[src/rtl/store_rmw_if.sv]
// Bundle of request and memory-side signals for store_rmw_controller.
// Handshake: a request transfers on a rising edge where req_valid && req_ready; req_ready is high only while idle.
interface store_rmw_if #(
    parameter int ADDR_W = 6
);
    logic              req_valid;
    logic              req_ready;
    logic [2:0]        funct3;
    logic [ADDR_W-1:0] addr;
    logic [31:0]       wdata;
    logic [ADDR_W-1:0] mem_addr;
    logic              mem_rd_en;
    logic [31:0]       mem_rdata;
    logic              mem_wr_en;
    logic [31:0]       mem_wdata;
    logic              done;
    logic              misaligned;
    logic              err;
    logic [2:0]        fsm_state;

    modport slave (
        input  req_valid, funct3, addr, wdata, mem_rdata,
        output req_ready, mem_addr, mem_rd_en, mem_wr_en, mem_wdata,
               done, misaligned, err, fsm_state
    );

    modport master (
        output req_valid, funct3, addr, wdata, mem_rdata,
        input  req_ready, mem_addr, mem_rd_en, mem_wr_en, mem_wdata,
               done, misaligned, err, fsm_state
    );
endinterface

[src/rtl/store_rmw_controller.sv]
// Byte/half/word store engine: sub-word stores do read-merge-write on a 32-bit word memory.
// All outputs are registered and follow the FSM state; fsm_state exposes the state for debug.
module store_rmw_controller #(
    parameter int ADDR_W = 6
) (
    input logic       clk,
    input logic       rst,
    store_rmw_if.slave bus
);
    localparam logic [2:0] F3_SB = 3'h0;
    localparam logic [2:0] F3_SH = 3'h1;
    localparam logic [2:0] F3_SW = 3'h2;

    typedef enum logic [2:0] {
        IDLE  = 3'd0,
        READ  = 3'd1,
        WAIT  = 3'd2,
        WRITE = 3'd3,
        RESP  = 3'd4
    } state_t;

    state_t      state;
    logic [2:0]  f3_q;
    logic [1:0]  lane_q;
    logic [31:0] wdata_q;
    logic        err_q;
    logic        mis_q;
    logic [31:0] merged;

    assign bus.fsm_state = state;

    // Lane replacement into the word read back from memory.
    always_comb begin
        merged = bus.mem_rdata;
        if (f3_q == F3_SB) begin
            case (lane_q)
                2'd0:    merged[7:0]   = wdata_q[7:0];
                2'd1:    merged[15:8]  = wdata_q[7:0];
                2'd2:    merged[23:16] = wdata_q[7:0];
                default: merged[31:24] = wdata_q[7:0];
            endcase
        end else if (lane_q[1]) begin
            merged[31:16] = wdata_q[15:0];
        end else begin
            merged[15:0] = wdata_q[15:0];
        end
    end

    always_ff @(posedge clk) begin
        if (rst) begin
            state          <= IDLE;
            f3_q           <= 3'd0;
            lane_q         <= 2'd0;
            wdata_q        <= 32'd0;
            err_q          <= 1'b0;
            mis_q          <= 1'b0;
            bus.req_ready  <= 1'b1;
            bus.mem_addr   <= '0;
            bus.mem_rd_en  <= 1'b0;
            bus.mem_wr_en  <= 1'b0;
            bus.mem_wdata  <= 32'd0;
            bus.done       <= 1'b0;
            bus.err        <= 1'b0;
            bus.misaligned <= 1'b0;
        end else begin
            bus.mem_rd_en  <= 1'b0;
            bus.mem_wr_en  <= 1'b0;
            bus.done       <= 1'b0;
            bus.err        <= 1'b0;
            bus.misaligned <= 1'b0;
            case (state)
                IDLE: begin
                    if (bus.req_valid) begin
                        f3_q          <= bus.funct3;
                        lane_q        <= bus.addr[1:0];
                        wdata_q       <= bus.wdata;
                        bus.mem_addr  <= {bus.addr[ADDR_W-1:2], 2'b00};
                        bus.req_ready <= 1'b0;
                        err_q         <= 1'b0;
                        mis_q         <= 1'b0;
                        case (bus.funct3)
                            F3_SB: begin
                                state         <= READ;
                                bus.mem_rd_en <= 1'b1;
                            end
                            F3_SH: begin
                                state         <= READ;
                                bus.mem_rd_en <= 1'b1;
                                mis_q         <= bus.addr[0];
                            end
                            F3_SW: begin
                                state         <= WRITE;
                                bus.mem_wr_en <= 1'b1;
                                bus.mem_wdata <= bus.wdata;
                                mis_q         <= (bus.addr[1:0] != 2'b00);
                            end
                            default: begin
                                // Illegal type goes straight to the response, no memory traffic.
                                state    <= RESP;
                                err_q    <= 1'b1;
                                bus.done <= 1'b1;
                                bus.err  <= 1'b1;
                            end
                        endcase
                    end
                end
                READ: begin
                    state <= WAIT;
                end
                WAIT: begin
                    state         <= WRITE;
                    bus.mem_wr_en <= 1'b1;
                    bus.mem_wdata <= merged;
                end
                WRITE: begin
                    state          <= RESP;
                    bus.done       <= 1'b1;
                    bus.err        <= err_q;
                    bus.misaligned <= mis_q;
                end
                RESP: begin
                    state         <= IDLE;
                    bus.req_ready <= 1'b1;
                end
                default: begin
                    state         <= IDLE;
                    bus.req_ready <= 1'b1;
                end
            endcase
        end
    end
endmodule

[src/flat_wrapper.sv]
// flat-port wrapper written by rule: the top's interface ports become plain ports
module store_rmw_controller_flat 
#(
    parameter int ADDR_W = 6
)
  (clk, rst, bus_req_valid, bus_funct3, bus_addr, bus_wdata, bus_mem_rdata, bus_req_ready, bus_mem_addr, bus_mem_rd_en, bus_mem_wr_en, bus_mem_wdata, bus_done, bus_misaligned, bus_err, bus_fsm_state);
  store_rmw_if #(.ADDR_W(ADDR_W)) bus_i ();
  input logic clk;
  input logic rst;
  input wire logic [$bits(bus_i.req_valid)-1:0] bus_req_valid;
  input wire logic [$bits(bus_i.funct3)-1:0] bus_funct3;
  input wire logic [$bits(bus_i.addr)-1:0] bus_addr;
  input wire logic [$bits(bus_i.wdata)-1:0] bus_wdata;
  input wire logic [$bits(bus_i.mem_rdata)-1:0] bus_mem_rdata;
  output wire logic [$bits(bus_i.req_ready)-1:0] bus_req_ready;
  output wire logic [$bits(bus_i.mem_addr)-1:0] bus_mem_addr;
  output wire logic [$bits(bus_i.mem_rd_en)-1:0] bus_mem_rd_en;
  output wire logic [$bits(bus_i.mem_wr_en)-1:0] bus_mem_wr_en;
  output wire logic [$bits(bus_i.mem_wdata)-1:0] bus_mem_wdata;
  output wire logic [$bits(bus_i.done)-1:0] bus_done;
  output wire logic [$bits(bus_i.misaligned)-1:0] bus_misaligned;
  output wire logic [$bits(bus_i.err)-1:0] bus_err;
  output wire logic [$bits(bus_i.fsm_state)-1:0] bus_fsm_state;
  assign bus_i.req_valid = bus_req_valid;
  assign bus_i.funct3 = bus_funct3;
  assign bus_i.addr = bus_addr;
  assign bus_i.wdata = bus_wdata;
  assign bus_i.mem_rdata = bus_mem_rdata;
  assign bus_req_ready = bus_i.req_ready;
  assign bus_mem_addr = bus_i.mem_addr;
  assign bus_mem_rd_en = bus_i.mem_rd_en;
  assign bus_mem_wr_en = bus_i.mem_wr_en;
  assign bus_mem_wdata = bus_i.mem_wdata;
  assign bus_done = bus_i.done;
  assign bus_misaligned = bus_i.misaligned;
  assign bus_err = bus_i.err;
  assign bus_fsm_state = bus_i.fsm_state;
  store_rmw_controller #(.ADDR_W(ADDR_W)) u_core (.clk(clk), .rst(rst), .bus(bus_i));
endmodule
[config.mk]
export PLATFORM = sky130hd
export DESIGN_NAME = store_rmw_controller_flat
export DESIGN_NICKNAME = d
export VERILOG_FILES = /design/src/rtl/store_rmw_if.sv /design/src/rtl/store_rmw_controller.sv /design/src/flat_wrapper.sv
export SDC_FILE = /design/constraint.sdc
export NUM_CORES = 1
export LEC_CHECK = 0
export CAP_MARGIN = 5
export CORE_MARGIN = 1
export CORE_UTILIZATION = 35
export CTS_CLUSTER_DIAMETER = 60
export DETAILED_ROUTE_END_ITERATION = 16
export PLACE_DENSITY = 0.65
export SLEW_MARGIN = 20
export SYNTH_ARGS = -nofsm -noshare
export SYNTH_HDL_FRONTEND = slang
export SYNTH_SLANG_ARGS = --single-unit
[constraint.sdc]
create_clock -name clk -period 1.5 [get_ports clk]
set_input_delay 0.3 -clock clk [delete_from_list [all_inputs] [get_ports clk]]
set_output_delay 0.3 -clock clk [all_outputs]
set_load 0.03 [all_outputs]
==> flow_results.xml, run 1 <==
<?xml version="1.0" encoding="UTF-8"?>
<metrics>
  <group name="critical_path">
    <metric name="crit_path_max_fanout" unit="">24</metric>
    <metric name="critical_path.cell_chain" unit="">or3_4, buf_12, or3_4, o2111ai_4, a211oi_2</metric>
    <metric name="setup.worst_path.start_class" unit="">flip-flop</metric>
    <metric name="slowest_delay" unit="ns">0.38</metric>
    <metric name="worst-path-buf-inv" unit="">1</metric>
    <metric name="reg2reg_launch_point" unit="">u_core.f3_q[0]</metric>
    <metric name="worst_path_dominant_cell_family" unit="">simple AND/OR/NAND/NOR gates</metric>
    <metric name="cp-end-kind" unit="">flip-flop</metric>
    <metric name="cp_data_required_time" unit="ns">1.72</metric>
    <metric name="critPathArrivalTime" unit="ns">1.81</metric>
    <metric name="cpMostUsedCell" unit="">or3_4</metric>
    <metric name="critical-path-slowest-cell" unit="">or3_4</metric>
    <metric name="worstReg2RegEnd" unit="">u_core.bus.mem_wdata[24]</metric>
    <metric name="rrSetupSlack" unit="ns">-0.1</metric>
    <metric name="worstSetupPathType" unit="">reg -&gt; reg</metric>
    <metric name="worst-r2r-cell-count" unit="">5</metric>
  </group>
  <group name="clocking">
    <metric name="tritoncts_clock_tree" unit="">done</metric>
    <metric name="clkSinkCount" unit="">68</metric>
    <metric name="clock_tree.root_cell" unit="">clkbuf_8</metric>
    <metric name="h-tree-depth" unit="">3</metric>
    <metric name="number_of_buffers_inserted_during_clock_tree_synthesis" unit="">9</metric>
    <metric name="max-clock-path-buffers" unit="">2</metric>
    <metric name="insertion_delay" unit="ns">0.34</metric>
    <metric name="post_cts_hold_buffer_count" unit="">0</metric>
    <metric name="cts.clk_slew.worst_paths" unit="ns">0.07</metric>
  </group>
  <group name="layout">
    <metric name="area_growth" unit="%">63.3</metric>
    <metric name="layout.cells.most_common" unit="">clkdlybuf4s50_1</metric>
    <metric name="sequential_cell_area" unit="um2">1370</metric>
    <metric name="most_used_cells_in_the_layout_excluding_fill_and_tap_cells" unit="">clkdlybuf4s50_1, nand2_1, dfxtp_1</metric>
    <metric name="proportion_of_layout_cells_with_a_drive_suffix_above_1" unit="">0.256</metric>
    <metric name="antenna-diode-count" unit="">0</metric>
    <metric name="design.final.nets" unit="">623</metric>
    <metric name="fillerInstances" unit="">869</metric>
    <metric name="multiInputGateArea" unit="um2">2250</metric>
  </group>
  <group name="sta">
    <metric name="final_max_slew_viol_count" unit="">0</metric>
    <metric name="finalWorstPathRequiredPeriod" unit="ns">1.60</metric>
    <metric name="fin_crit_sh" unit="">1.07</metric>
    <metric name="max_clock_freq" unit="MHz">625</metric>
    <metric name="unrepaired_setup_endpoints_after_global_routing" unit="">true</metric>
    <metric name="worst_slack" unit="ns">-0.0991</metric>
    <metric name="finalSetupTns" unit="ns">-1.48</metric>
    <metric name="setup_viol" unit="">30</metric>
    <metric name="finalHoldViolCount" unit="">0</metric>
    <metric name="fin_worst_skew" unit="ns">0.0105</metric>
  </group>
  <group name="route">
    <metric name="wl_per_cell" unit="um">16.3</metric>
    <metric name="initial_detailed_routing_violation_count" unit="">134</metric>
    <metric name="route.detailed.drc" unit="">0</metric>
    <metric name="vias" unit="">3606</metric>
    <metric name="vias_per_cell" unit="">5.30</metric>
    <metric name="wirelength" unit="mm">11.1</metric>
    <metric name="detail_route.first_pass.iterations" unit="">4</metric>
    <metric name="ant_nets" unit="">0</metric>
  </group>
  <group name="floorplan">
    <metric name="initial_core_util" unit="">0.364</metric>
    <metric name="floorplan.die.height" unit="um">101</metric>
    <metric name="die_x" unit="um">101</metric>
    <metric name="dieArea" unit="um2">10100</metric>
    <metric name="rows" unit="">35</metric>
    <metric name="core_area" unit="um2">9330</metric>
    <metric name="boundaryPins" unit="">123</metric>
  </group>
  <group name="min_path">
    <metric name="min-delay-start" unit="">bus_funct3[2]</metric>
    <metric name="worstHoldPathCells" unit="">3</metric>
    <metric name="timing.hold.worst_endpoint" unit="">u_core.bus.mem_rd_en</metric>
    <metric name="hp-class" unit="">in -&gt; reg</metric>
  </group>
  <group name="power_and_ir_drop">
    <metric name="p_leak" unit="nW">2.10</metric>
    <metric name="power.switching_fraction" unit="">0.337</metric>
    <metric name="power.ir.vdd_worst" unit="uV">468</metric>
    <metric name="internal" unit="W">0.00346</metric>
    <metric name="report.power.total" unit="W">0.00522</metric>
    <metric name="p_switching" unit="W">0.00176</metric>
    <metric name="pwr_cell_area" unit="nW/um2">941</metric>
    <metric name="clock_power_share" unit="">0.260</metric>
    <metric name="power.share.combinational" unit="">0.340</metric>
    <metric name="seqPwrFrac" unit="">0.400</metric>
  </group>
  <group name="flow_run">
    <metric name="max_cap_violations" unit="">0</metric>
  </group>
  <group name="synthesis">
    <metric name="synth.ff_latch_count" unit="">68</metric>
    <metric name="syn-instance-count" unit="">418</metric>
    <metric name="synth_warnings" unit="">0</metric>
    <metric name="post_synth_instance_area" unit="um2">3400</metric>
    <metric name="avgSynthCellArea" unit="um2">8.12</metric>
    <metric name="synth.yosys.seq_area_share" unit="">0.401</metric>
    <metric name="synth_cell_type_count" unit="">36</metric>
  </group>
  <group name="global_routing">
    <metric name="grt_pass1_vias" unit="">3559</metric>
    <metric name="grt_pass1_wl" unit="mm">17.4</metric>
    <metric name="number_of_antenna_violations_at_the_first_check_in_global_routing" unit="">0</metric>
    <metric name="grt-ovfl-total" unit="">0</metric>
    <metric name="grt_util_all_layers" unit="">0.222</metric>
    <metric name="grt_start_max_net_pins" unit="">49</metric>
  </group>
  <group name="place">
    <metric name="buffer_ports.inserted" unit="">120</metric>
    <metric name="post-dp-hpwl" unit="mm">7.44</metric>
    <metric name="place.gp.congestion" unit="">0.858</metric>
    <metric name="pre_cts_slack" unit="ns">-0.452</metric>
  </group>
  <group name="run_status">
    <metric name="violated_checks" unit="">setup timing</metric>
    <metric name="status" unit="">finished with violations</metric>
  </group>
</metrics>
==> synthesized netlist by cell type (all sizes together) <==
cell type,n,area share
o21a,1,0.0022
nand2,62,0.069
mux2,8,0.031
o41ai,16,0.041
or2,1,0.0018
nand4b,1,0.0026
or3,9,0.017
nor4b,2,0.014
conb,1,0.0011
o21ai,19,0.028
nor2b,1,0.0018
clkbuf,25,0.028
a21oi,64,0.094
nor2,36,0.041
a2111oi,1,0.0026
o221ai,8,0.024
nand2b,18,0.033
and4bb,1,0.0037
and2,1,0.0018
o2111ai,8,0.021
dfxtp,68,0.40
nor3b,1,0.0022
a211oi,16,0.035
nor3,1,0.0015
nor4,3,0.0055
nand3b,28,0.062
buf,17,0.033
o21bai,1,0.0022
==> layer usage <==
layer,track usage,vias up,part of all wire
li1,-,1755,-
met1,0.281,1732,0.44
met2,0.379,109,0.50
met3,0.0298,10,0.047
met4,0.0936,0,0.014
met5,0,-,0
==> worst register-to-register path, cell delays in order, from the launching register on <==
cell and delay, ns:
dfxtp_4 0.37, or3_4 0.38, buf_12 0.17, or3_4 0.39, o2111ai_4 0.08, a211oi_2 0.09
==> power by group through the flow <==
stage               logic, W  clock network [W]  registers (W)
global placement     0.00157                  0        0.00212
detailed placement   0.00160                  0        0.00213
finish               0.00177            0.00135        0.00209
floorplan           0.000710                  0        0.00230
global route         0.00190            0.00148        0.00211
CTS                  0.00169            0.00139        0.00209
==> state kept, by name, summed over array words and instances, names as in the netlist, 2 cells and up <==
name                  count
u_core.bus.mem_wdata     32
u_core.wdata_q           16
u_core.bus.fsm_state      3
u_core.lane_q             2
u_core.bus.mem_addr       4
u_core.f3_q               3
==> final cells by class <==
type	instances	area share
Tap cell	129	0.0291
Multi-Input combinational cell	309	0.406
Sequential cell	68	0.248
Timing Repair Buffer	159	0.286
Clock inverter	2	0.00181
Clock buffer	13	0.0287
==> through the flow <==
| stage | std cells | cell area, um2 | util | hold slack [ns] |
|---|---|---|---|---|
| after floorplan | 419 | 3440 | - | 0.378 |
| after global placement | 659 | 4930 | 0.529 | 0.444 |
| after detailed placement | 659 | 4930 | 0.529 | 0.453 |
| after CTS | 679 | 5370 | 0.575 | 0.381 |
| after global routing | 680 | 5540 | 0.594 | 0.401 |
| final | 680 | 5540 | 0.594 | 0.394 |
==> worst max-delay path by stage <==
stage / startpoint / endpoint / cells after the start
2_1_floorplan: u_core.f3_q[1] / u_core.bus.mem_wdata[24] / 6
3_3_place_gp: bus_funct3[0] / u_core.bus.mem_wdata[4] / 6
3_5_place_dp: bus_funct3[1] / u_core.bus.mem_wdata[2] / 6
4_1_cts: u_core.f3_q[1] / u_core.bus.mem_wdata[15] / 5
5_1_grt: u_core.f3_q[1] / u_core.bus.mem_wdata[16] / 7
6_report: u_core.f3_q[0] / u_core.bus.mem_wdata[24] / 5
==> kinds of logic after synthesis <==
family | after synthesis | share of synthesized area
AOI/OAI and AO/OA | 134 | 0.251
and+or+nand+nor | 165 | 0.256
buffers and inverters | 42 | 0.0604
DFF | 68 | 0.401
muxes | 8 | 0.0310
other | 1 | 0.00110
==> what timing repair did <==
action,4_1_cts,5_1_grt
pin swaps,31,11
setup buffers,3,1
resized for setup,119,35
cloned,2,0
endpoints found under the setup margin,76,33
Note: power is estimated with default switching activity, not from simulation.
==> run 2: changes to the inputs <==
--- a/config.mk
+++ b/config.mk
@@ -15,3 +15,4 @@
 export SYNTH_ARGS = -nofsm -noshare
 export SYNTH_HDL_FRONTEND = slang
 export SYNTH_SLANG_ARGS = --single-unit
+export TNS_END_PERCENT = 1
==> flow_results.xml, run 2 (synthesis gave the netlist of run 1 again) <==
<?xml version="1.0" encoding="UTF-8"?>
<metrics>
  <group name="route">
    <metric name="vias" unit="">3506</metric>
    <metric name="wl_per_cell" unit="um">15.5</metric>
    <metric name="wirelength" unit="mm">10.4</metric>
    <metric name="initial_detailed_routing_violation_count" unit="">160</metric>
    <metric name="ant_nets" unit="">0</metric>
    <metric name="detail_route.first_pass.iterations" unit="">4</metric>
    <metric name="vias_per_cell" unit="">5.21</metric>
    <metric name="route.detailed.drc" unit="">0</metric>
  </group>
  <group name="flow_run">
    <metric name="max_cap_violations" unit="">0</metric>
  </group>
  <group name="floorplan">
    <metric name="boundaryPins" unit="">123</metric>
    <metric name="floorplan.die.height" unit="um">101</metric>
    <metric name="core_area" unit="um2">9330</metric>
    <metric name="initial_core_util" unit="">0.364</metric>
    <metric name="die_x" unit="um">101</metric>
    <metric name="rows" unit="">35</metric>
    <metric name="dieArea" unit="um2">10100</metric>
  </group>
  <group name="critical_path">
    <metric name="reg2reg_launch_point" unit="">u_core.f3_q[0]</metric>
    <metric name="worst-r2r-cell-count" unit="">5</metric>
    <metric name="cp-end-kind" unit="">flip-flop</metric>
    <metric name="crit_path_max_fanout" unit="">24</metric>
    <metric name="setup.worst_path.start_class" unit="">flip-flop</metric>
    <metric name="cp_data_required_time" unit="ns">1.73</metric>
    <metric name="worstSetupPathType" unit="">reg -&gt; reg</metric>
    <metric name="critPathArrivalTime" unit="ns">1.82</metric>
    <metric name="rrSetupSlack" unit="ns">-0.09</metric>
    <metric name="worstReg2RegEnd" unit="">u_core.bus.mem_wdata[15]</metric>
  </group>
  <group name="global_routing">
    <metric name="grt_pass1_vias" unit="">3342</metric>
    <metric name="grt-ovfl-total" unit="">0</metric>
    <metric name="grt_pass1_wl" unit="mm">16.6</metric>
    <metric name="grt_util_all_layers" unit="">0.212</metric>
    <metric name="number_of_antenna_violations_at_the_first_check_in_global_routing" unit="">0</metric>
    <metric name="grt_start_max_net_pins" unit="">49</metric>
  </group>
  <group name="layout">
    <metric name="layout.cells.most_common" unit="">clkdlybuf4s50_1</metric>
    <metric name="largest_registers" unit="">u_core.bus.mem_wdata: 32 flops, u_core.wdata_q: 16 flops, u_core.bus.mem_addr: 4 flops</metric>
    <metric name="design.final.nets" unit="">615</metric>
    <metric name="fillerInstances" unit="">896</metric>
    <metric name="area_growth" unit="%">54.1</metric>
    <metric name="multiInputGateArea" unit="um2">1990</metric>
    <metric name="proportion_of_layout_cells_with_a_drive_suffix_above_1" unit="">0.176</metric>
    <metric name="most_used_cells_in_the_layout_excluding_fill_and_tap_cells" unit="">clkdlybuf4s50_1, dfxtp_1, a21oi_1, nand2_1, dlygate4sd2_1</metric>
    <metric name="final_core_utilization" unit="">0.561</metric>
    <metric name="antenna-diode-count" unit="">0</metric>
    <metric name="sequential_cell_area" unit="um2">1370</metric>
    <metric name="instances_no_fill" unit="">673</metric>
    <metric name="registers.top_by_ff_count" unit="">u_core.bus.mem_wdata</metric>
    <metric name="stdcell_area" unit="um2">5230</metric>
    <metric name="largest_register_ffs" unit="">32</metric>
  </group>
  <group name="power_and_ir_drop">
    <metric name="power.ir.vdd_worst" unit="uV">571</metric>
    <metric name="p_leak" unit="nW">2.01</metric>
    <metric name="pwr_cell_area" unit="nW/um2">1050</metric>
    <metric name="report.power.total" unit="W">0.00548</metric>
  </group>
  <group name="sta">
    <metric name="fin_worst_skew" unit="ns">0.0108</metric>
    <metric name="worst_max_slew_pin_slew" unit="ns">0.525</metric>
    <metric name="fin_crit_sh" unit="">1.06</metric>
    <metric name="max_clock_freq" unit="MHz">627</metric>
    <metric name="max-slew-margin-rel" unit="">0.650</metric>
    <metric name="final_max_slew_viol_count" unit="">0</metric>
    <metric name="finalHoldViolCount" unit="">0</metric>
    <metric name="unrepaired_setup_endpoints_after_global_routing" unit="">true</metric>
    <metric name="holdWs" unit="ns">0.382</metric>
    <metric name="setup_viol" unit="">25</metric>
    <metric name="worst_slack" unit="ns">-0.0948</metric>
    <metric name="finalWorstPathRequiredPeriod" unit="ns">1.59</metric>
  </group>
  <group name="clocking">
    <metric name="tritoncts_clock_tree" unit="">done</metric>
    <metric name="cts.clk_slew.worst_paths" unit="ns">0.08</metric>
    <metric name="clock_tree.root_cell" unit="">clkbuf_8</metric>
    <metric name="number_of_buffers_inserted_during_clock_tree_synthesis" unit="">9</metric>
    <metric name="clkSinkCount" unit="">68</metric>
    <metric name="h-tree-depth" unit="">3</metric>
    <metric name="insertion_delay" unit="ns">0.34</metric>
    <metric name="post_cts_hold_buffer_count" unit="">0</metric>
    <metric name="max-clock-path-buffers" unit="">2</metric>
  </group>
  <group name="place">
    <metric name="placedInstanceArea" unit="um2">4880</metric>
    <metric name="place.gp.congestion" unit="">0.823</metric>
    <metric name="post-dp-hpwl" unit="mm">7.35</metric>
    <metric name="buffer_ports.inserted" unit="">120</metric>
    <metric name="dp_cells" unit="">655</metric>
  </group>
  <group name="min_path">
    <metric name="hp-class" unit="">in -&gt; reg</metric>
    <metric name="worstHoldPathCells" unit="">3</metric>
    <metric name="timing.hold.worst_endpoint" unit="">u_core.wdata_q[5]</metric>
    <metric name="min-delay-start" unit="">rst</metric>
  </group>
  <group name="run_status">
    <metric name="violated_checks" unit="">setup timing</metric>
    <metric name="status" unit="">finished with violations</metric>
  </group>
</metrics>
## run 2: cell count changes in the layout (fill, tap and decap cells not counted), sizes merged
cell	previous run	this run
buf	40	34
clkbuf	14	10
clkdlybuf4s50	70	74
dlygate4sd2	46	42
bufinv	0	3
clkinvlp	0	2
bufbuf	1	0
clkdlybuf4s15	1	0
## run 2: worst max-delay path by stage
stage,startpoint,to,slack [ns],depth (start not counted)
2_1_floorplan,u_core.f3_q[1],u_core.bus.mem_wdata[24],-0.08,6
3_5_place_dp,bus_funct3[1],u_core.bus.mem_wdata[19],-0.34,5
3_3_place_gp,bus_funct3[0],u_core.bus.mem_wdata[8],-0.28,6
5_1_grt,u_core.f3_q[0],u_core.bus.mem_wdata[15],-0.16,5
6_report,u_core.f3_q[0],u_core.bus.mem_wdata[15],-0.09,5
4_1_cts,u_core.f3_q[1],u_core.bus.mem_wdata[1],-0.13,6
## run 2: timing repair
action,CTS,global route
resized for setup,56,24
buffers inserted,0,1
setup endpoints to repair,75,34
cloned,0,1
pin swaps,7,14
## run 2: final cells by class
type,instances,area share
sequential,68,0.262
multi-input combinational,309,0.381
tap,129,0.0308
timing repair buffer,151,0.281
clock buffer,9,0.0237
clock inverter,7,0.0220
## run 2: layer usage
layer	part of all wire	global-route usage
met3	0.045	0.0423
met4	0.024	0.0758
met2	0.47	0.345
met1	0.46	0.279
met5	0	0
## run 2: through the flow
step | TNS (ns) | setup WS [ns]
after floorplan | -1.37 | -0.0830
after global placement | -12.19 | -0.285
final | -1.13 | -0.0948
after CTS | -1.60 | -0.125
after detailed placement | -15.26 | -0.344
after global routing | -3.09 | -0.156
## run 2: report_power, final
part           internal (W)  switching (W)  total, W  leakage (nW)
sequential          0.00196       0.000118   0.00208         0.559
combinational      0.000717       0.000866   0.00158          1.33
clock               0.00110       0.000723   0.00182         0.115
total               0.00378        0.00171   0.00548          2.01
## run 2: worst max-delay path: stages (launching register included)
cell and delay, ns:
dfxtp_2 0.35, or3_4 0.38, buf_12 0.17, mux2_2 0.29
o221ai_2 0.18, a211oi_1 0.10
==> RTL edit (flow settings as in run 2) <==
Reset style: asynchronous (`rst`), changed in one clocked block.
--- a/src/rtl/store_rmw_controller.sv
+++ b/src/rtl/store_rmw_controller.sv
@@ -46,7 +46,7 @@
         end
     end
 
-    always_ff @(posedge clk) begin
+    always_ff @(posedge clk or posedge rst) begin
         if (rst) begin
             state          <= IDLE;
             f3_q           <= 3'd0;
Formal check against the unedited RTL: differs if rst is asserted again (counterexample within 4 cycles, from zero or initial values and one cycle with rst high); with rst held inactive, the same outputs for 10 cycles.
==> RTL edit against run 2 <==
- the run ends with DRC, setup timing left
- sequential cell count stayed put
- routed wire length is 6.1% lower
- setup slack worse by 0.28 ns
- critical endpoint is now u_core.bus.mem_wdata[9]
- die area shrank 5.2%
- sequential share of layout area increased by 8.1 points
- cell area down 4.8%
- area after synthesis fell by 5.3%
- core utilization grew 0.47 points
- synthesized cell count down 15%
- final cell count decreased by 9.2%
Power is not compared: it rests on default switching activity, and its combinational part moved more than twofold at a synthesized area within 25%.
==> RTL edit: results <==
group,metric,value,unit
status,status,"finished with violations",
status,violations,"DRC, setup timing",
drt,num_vias,3129,
timing,setup_violations,60,
synthesis,synthTopCellsByArea,"dfrtp_1 52%, nand2_1 17%, a32oi_1 4.4%, a21oi_1 3.1%, mux2i_1 2.5%",
timing,setup_ws,-0.377,ns
synthesis,ys_seq_area_share,53.0,%
finish,layout.cells.non_filler,611,
global_routing,grt_max_degree,36,
synthesis,synthTopCellsByCount,"142 x nand2_1, 67 x dfrtp_1, 20 x a21oi_1",
drt,drc,16,
synthesis,synth.mux.area_fraction,2.49,%
global_routing,grt_first_pass_wirelength,16.3,mm
finish,drive_gt1_share,14.1,%
synthesis,async_flop_share,100,%
setup_path,worst_path_max_delay_cell,"or4b_4",
setup_path,crit_path_max_fanout,17,
drt,firstDrtPassIters,11,
synthesis,synthCells,356,
min_path,hold_path.class,"primary input to asynchronous set/reset pin",
place,gp_congestion,0.836,
power,power.total,10600,uW
global_routing,grt_usage,21.6,%
finish,layout.nets,574,
place,pre_cts_slack,-0.758,ns
setup_path,cp-endpoint,"u_core.bus.mem_wdata[9]",
setup_path,critPathArrivalTime,2.10,ns
finish,fillers,814,
-- RTL edit: changes by cell type in the layout (fill, tap and decap cells not counted), moves of 10 or more --
| cell | delta |
|---|---|
| nand2b_1 | -15 |
| a32oi_1 | +16 |
| a21oi_1 | -42 |
| nand2_1 | +77 |
| buf_4 | +10 |
| dfrtp_1 | +65 |
| a211oi_1 | -14 |
| nand3b_1 | -27 |
| nor2_1 | -27 |
| dfxtp_1 | -63 |
| o21ai_0 | -13 |
-- RTL edit: area by class of cell --
class	instances	area, um2	share of cell area [%]
Sequential cell	68	1710	34.2
Timing Repair Buffer	157	1500	30.2
Multi-Input combinational cell	260	1410	28.4
Clock buffer	11	141	2.84
Tap cell	108	135	2.71
Clock inverter	5	75.1	1.51
Inverter	2	7.51	0.151
-- RTL edit: layer usage --
layer | share of wire, % | vias up | global-route usage (%)
li1 | - | 1527 | -
met1 | 45 | 1442 | 30.0
met2 | 45 | 143 | 32.3
met3 | 8.2 | 17 | 5.23
met4 | 2.0 | 0 | 8.62
met5 | 0 | - | 0
